## src/rtl/hwin_tap.sv

```systemverilog
// rtl/hwin_tap.sv - horizontal tap-window generator with edge replication
//
// Purpose: turns a serial pixel stream (de/hs/vs) into, per pixel, the
// TAP_COUNT horizontally adjacent pixels centred on it, presented as one
// parallel vector. Left/right line borders are edge-replicated, so every
// output line has exactly as many beats as the input line had pixels.
//
// Ports:
//   clk   in   1                      clock
//   rst   in   1                      asynchronous active-low reset
//   di_i  in   PIXEL_WIDTH            input pixel, valid when de_i=1
//   de_i  in   1                      pixel valid (gaps allowed inside a line)
//   hs_i  in   1                      1 = horizontal blanking
//   vs_i  in   1                      1 = active frame
//   do_o  out  TAP_COUNT*PIXEL_WIDTH  taps; slice 0 = leftmost, slice R = centre
//   de_o  out  1                      do_o valid
//   hs_o  out  1                      hs_i stretched over the flush
//   vs_o  out  1                      vs_i stretched over the flush
module hwin_tap #(
  parameter int PIXEL_WIDTH   = 12,
  parameter int TAP_COUNT     = 3,
  parameter int LINE_SIZE_MAX = 4096
) (
  input  logic                             clk,
  input  logic                             rst,
  input  logic [PIXEL_WIDTH-1:0]           di_i,
  input  logic                             de_i,
  input  logic                             hs_i,
  input  logic                             vs_i,
  output logic [TAP_COUNT*PIXEL_WIDTH-1:0] do_o,
  output logic                             de_o,
  output logic                             hs_o,
  output logic                             vs_o
);

  localparam int R  = (TAP_COUNT - 1) / 2;
  localparam int CW = $clog2(R + 2);

  // The counter only has to tell whether more than R pixels were seen, so
  // it saturates at R+1; that value also seeds the flush beat countdown.
  localparam logic [CW-1:0] C_R    = CW'(R);
  localparam logic [CW-1:0] C_FULL = CW'(R + 1);
  localparam logic [CW-1:0] C_LAST = CW'(2);

  if (TAP_COUNT < 3 || TAP_COUNT > 9 || (TAP_COUNT % 2) == 0 || LINE_SIZE_MAX < 2) begin : g_param_check
    $error("hwin_tap: TAP_COUNT must be odd in 3..9 and LINE_SIZE_MAX >= 2");
  end

  typedef enum logic [1:0] {
    S_WAIT_BLANK = 2'd0,
    S_IDLE       = 2'd1,
    S_RUN        = 2'd2,
    S_FLUSH      = 2'd3
  } state_t;

  state_t                             r_state;
  logic [CW-1:0]                      r_cnt;
  logic [PIXEL_WIDTH-1:0]             r_win [TAP_COUNT];
  logic [TAP_COUNT*PIXEL_WIDTH-1:0]   r_do;
  logic                               r_de;
  logic                               r_hs;
  logic                               r_vs;

  logic [PIXEL_WIDTH-1:0]             w_shift [TAP_COUNT];
  logic [TAP_COUNT*PIXEL_WIDTH-1:0]   w_shift_flat;

  // Window shifted left by one; the new rightmost tap is the incoming pixel
  // while a line runs, and a copy of the current rightmost pixel during the
  // flush (right-edge replication).
  always_comb begin
    for (int i = 0; i < TAP_COUNT - 1; i++) begin
      w_shift[i] = r_win[i+1];
    end
    w_shift[TAP_COUNT-1] = (r_state == S_FLUSH) ? r_win[TAP_COUNT-1] : di_i;
  end

  for (genvar g = 0; g < TAP_COUNT; g++) begin : g_pack
    assign w_shift_flat[g*PIXEL_WIDTH +: PIXEL_WIDTH] = w_shift[g];
  end

  always_ff @(posedge clk or negedge rst) begin
    if (!rst) begin
      r_state <= S_WAIT_BLANK;
      r_cnt   <= '0;
      r_do    <= '0;
      r_de    <= 1'b0;
      r_hs    <= 1'b1;
      r_vs    <= 1'b0;
      for (int i = 0; i < TAP_COUNT; i++) begin
        r_win[i] <= '0;
      end
    end else begin
      r_de <= 1'b0;
      // vs_o stays up until hs_o has risen after the last line of the frame.
      r_vs <= vs_i | (r_vs & ~r_hs);

      case (r_state)
        // Entered only from reset: a line cut by reset is discarded and
        // hs_o keeps its reset value until the next blanking.
        S_WAIT_BLANK: begin
          if (hs_i) begin
            r_state <= S_IDLE;
          end
        end

        S_IDLE: begin
          r_hs <= hs_i;
          if (de_i && !hs_i) begin
            // Left-edge replication: the first pixel fills the whole window.
            for (int i = 0; i < TAP_COUNT; i++) begin
              r_win[i] <= di_i;
            end
            r_cnt   <= CW'(1);
            r_state <= S_RUN;
          end
        end

        S_RUN: begin
          if (hs_i) begin
            if (r_cnt > C_R) begin
              r_state <= S_FLUSH;
            end else begin
              // Too short to centre any pixel: drop the line.
              r_state <= S_IDLE;
              r_cnt   <= '0;
              r_hs    <= 1'b1;
            end
          end else if (de_i) begin
            for (int i = 0; i < TAP_COUNT; i++) begin
              r_win[i] <= w_shift[i];
            end
            if (r_cnt != C_FULL) begin
              r_cnt <= r_cnt + CW'(1);
            end
            r_do <= w_shift_flat;
            r_de <= (r_cnt >= C_R);
          end
        end

        S_FLUSH: begin
          // R back-to-back beats, counting r_cnt down from R+1 to 2.
          for (int i = 0; i < TAP_COUNT; i++) begin
            r_win[i] <= w_shift[i];
          end
          r_do <= w_shift_flat;
          r_de <= 1'b1;
          if (r_cnt == C_LAST) begin
            r_state <= S_IDLE;
            r_cnt   <= '0;
          end else begin
            r_cnt <= r_cnt - CW'(1);
          end
        end

        default: begin
          r_state <= S_WAIT_BLANK;
        end
      endcase
    end
  end

  assign do_o = r_do;
  assign de_o = r_de;
  assign hs_o = r_hs;
  assign vs_o = r_vs;

endmodule

```

## config.mk

```make
export PLATFORM = sky130hd
export DESIGN_NAME = hwin_tap
export DESIGN_NICKNAME = d
export VERILOG_FILES = /design/src/rtl/hwin_tap.sv
export SDC_FILE = /design/constraint.sdc
export NUM_CORES = 1
export LEC_CHECK = 0
export BUFFER_PORTS_ARGS = -buffer_cell sky130_fd_sc_hd__buf_2
export CAP_MARGIN = 20
export CELL_PAD_IN_SITES_DETAIL_PLACEMENT = 1
export CELL_PAD_IN_SITES_GLOBAL_PLACEMENT = 1
export CORE_MARGIN = 2
export CORE_UTILIZATION = 39
export DETAILED_ROUTE_END_ITERATION = 10
export PLACE_DENSITY_LB_ADDON = 0.1
export SLEW_MARGIN = 5
export SYNTH_ARGS = -nofsm -noshare
export SYNTH_HDL_FRONTEND = slang
export SYNTH_SLANG_ARGS = --single-unit
```

## constraint.sdc

```tcl
create_clock -name clk -period 1.9 [get_ports clk]
set_input_delay 0.285 -clock clk [delete_from_list [all_inputs] [get_ports clk]]
set_output_delay 0.285 -clock clk [all_outputs]
set_load 0.05 [all_outputs]
```

==> results.md <==
- Outcome: completed
- FF-to-FF path depth: 7
- Worst-Skew Late Latency: between 0.3 and 0.4 ns
- Syn_nets: between 200 and 300
- Global-route usage over all layers: about 17%
- Global-route wire length before repair: approximately 11,000 um
- Flop2flop setup slack: between 0.07 and 0.08 ns
- Total of max-cap violations: 0
- Ys async rst share: 100.0%
- Placed instance area: 3521 sq um
- Post-route ant nets: 0
- WHS Path Cells: 2
- Biggest area consumer among synthesized cells: dfrtp_1
- H-tree depth: 3
- DP HPWL: 4524 um
- Yosys cell types: 30
- Synthesized area per cell: 12.52 sq um
- Final #Nets: 330
- Post-synth EDFFs: 0
- Die height: approximately 90 um
- Ranking of synthesized cells by area: dfrtp_1 (56%), mux2_2 (11%), mux2i_1 (8.5%)
- Crit Path Max Fanout: 5
- Initial DRC Count: 47
- Worst endpoint required time: around 2.1 ns
- Initial DRT Pass Iterations: 4
- Total number of vias: 1,999
- Most numerous cell in the Yosys netlist: dfrtp_1
- Mapped Cells: 236
- Register area: 1679 sq um
- Pin count of the biggest net entering global routing: between 60 and 70
- Min Clock Period, post-route: 1.826 ns
- Clock sinks: 67
- Hold Path End: vs_o
- Hold path start: vs_i
- Vias/cell: approximately 4.9
- Number of remaining DRC errors: 0
- Clock slew at reported path FFs: 0.07 ns
- Ant. Diodes: 0
- Clk buf depth: 2
- Seq/Total Area, Yosys: between 50% and 60%
- Setup violators final: 0
- Worst setup SP type: register
- Synth top cells by count: dfrtp_1 (66), mux2_2 (28), mux2i_1 (25)
- Worst Path Arrival: 2.06 ns
- Share of layout cells above drive strength 1: 43.55%
- Mapped cell area: between 2000 and 3000 sq um
- WL/cell: between 15 and 20 um
- I/O Buffers: 55
- Clock skew: about 0.007 ns
- Die W: approximately 91 um
- Core area: 7292 sq um
- Area growth syn-to-layout: 27.39%
- # IOs: 56
- Multi-input combinational cell area: about 1200 sq um
- Max-slew headroom: 75.63%
- GPL Wtd Cong: a little under 0.8
- Worst Hold Class: input pin to register
- Critical path class: register to register
- Vias in the first global route: ~2.1k
- Dominant synthesized flop cell: dfrtp_1
- Final hold violations: 0
- Synth top area share: a little under three fifths
- Antenna violations before repair: 0
- Detailed Route WL: between 6000 and 7000 um
- RSZ-0062 raised after global routing: false
- Final core utilization: approximately half
- Yosys Warn Count: 0
- Total gr overflow: 0
- TritonCTS clock tree: yes
- Starting Density: around two fifths
- Number of fill cells: 796
- Final Max Tran Viols: 0
- RR Endpoint: r_win[11]
- F_max: roughly 0.55 GHz
- Num CTS Buffers: 9
- Period utilization: 96.12%
- Slew @ Worst Pin: between 0.3 and 0.4 ns
- Die area: 8290 sq um
- Row count: 31
- CP Capture Type: register
- RR Startpoint: r_state[1]
- Cell area after layout: between 3000 and 4000 sq um
- Root buffer cell: clkbuf_8
- Register bit total from synthesis: 67
[critical path, stage by stage, from the launching register on]
cell and delay [ns]:
dfrtp_1 0.44, inv_2 0.06, ha_2 0.17, or2_4 0.25, a21oi_4 0.12, and2b_2 0.22, buf_12 0.13, mux2_2 0.32
[cell usage in the layout (no fill, tap or decap), drive strengths merged]
| cell | count |
|---|---|
| a21o | 1 |
| a21oi | 16 |
| a222oi | 1 |
| a31o | 1 |
| and2 | 1 |
| and2b | 1 |
| and3b | 1 |
| buf | 69 |
| bufinv | 2 |
| clkbuf | 10 |
| clkinv | 3 |
| dfrtp | 66 |
| dfstp | 1 |
| dlygate4sd3 | 1 |
| ha | 8 |
| inv | 10 |
| mux2 | 38 |
| mux2i | 25 |
| nand2 | 15 |
| nand2b | 1 |
| nor2 | 15 |
| nor2b | 2 |
| o211ai | 2 |
| o21a | 1 |
| o21ai | 15 |
| o221ai | 1 |
| o311ai | 1 |
| o31ai | 1 |
| or2 | 1 |
[through the flow]
stage	cells	hold WS, ns	TNS [ns]	setup WS, ns
floorplan	236	-0.01059	-0.1853	-0.01853
global placement	391	0.3360	0	0.08472
detailed placement	391	0.3374	0	0.04241
CTS	408	0.09900	0	0.009319
global route	409	0.1171	0	0.01128
finish	409	0.1147	0	0.07376
[state kept, by name (all words and copies together) (netlist names)]
register	flops
r_win	24
do_o	36
r_cnt	2
de_o	1
hs_o	1
r_state	2
vs_o	1
[metal layers]
| layer | global-route usage, % | vias to the layer above | part of all wire, % |
|---|---|---|---|
| met2 | 25.31 | 38 | 46 |
| met1 | 23.66 | 990 | 48 |
| met5 | 0 | - | 0 |
| li1 | - | 961 | - |
| met3 | 4.564 | 10 | 3.9 |
| met4 | 6.818 | 0 | 1.6 |
[logic make-up (layout without fill, tap and decap cells)]
logic type      count (synthesis)  count (layout)  share of synthesized area (%)
compound gates                 40              40                          8.129
buf+inv                        21              95                          3.302
fa+ha+maj                       8               8                          3.387
flops                          67              67                          56.77
simple gates                   37              37                          5.462
mux                            63              63                          22.95
[cell type report]
type	count	share of cell area, %
flip-flops and latches	67	44.60
inverters	9	0.8973
clock buffers	10	3.656
well taps	99	3.290
clock inverters	6	2.326
repair buffers	70	12.03
multi-input cells	148	33.20
[repair_timing]
item                                    in CTS  in global routing
setup buffers                                0                  1
hold buffers                                 1                  0
hold endpoints to repair                    66                  0
endpoints found under the setup margin       0                 11
resized for setup                            0                  3
[how the worst max path moves through the flow]
stage | startpoint | end | cells past startpoint
after floorplan | r_state[0] | r_win[10] | 8
after global placement | r_state[0] | r_cnt[0] | 4
after detailed placement | r_state[1] | r_cnt[0] | 6
after CTS | r_state[1] | r_cnt[0] | 6
after global routing | r_state[1] | r_win[7] | 7
final | r_state[1] | r_win[11] | 7
Power is left out: the tool's default activity adds up to more than one toggle a clock period on the data nets, which glitch-free logic cannot reach.
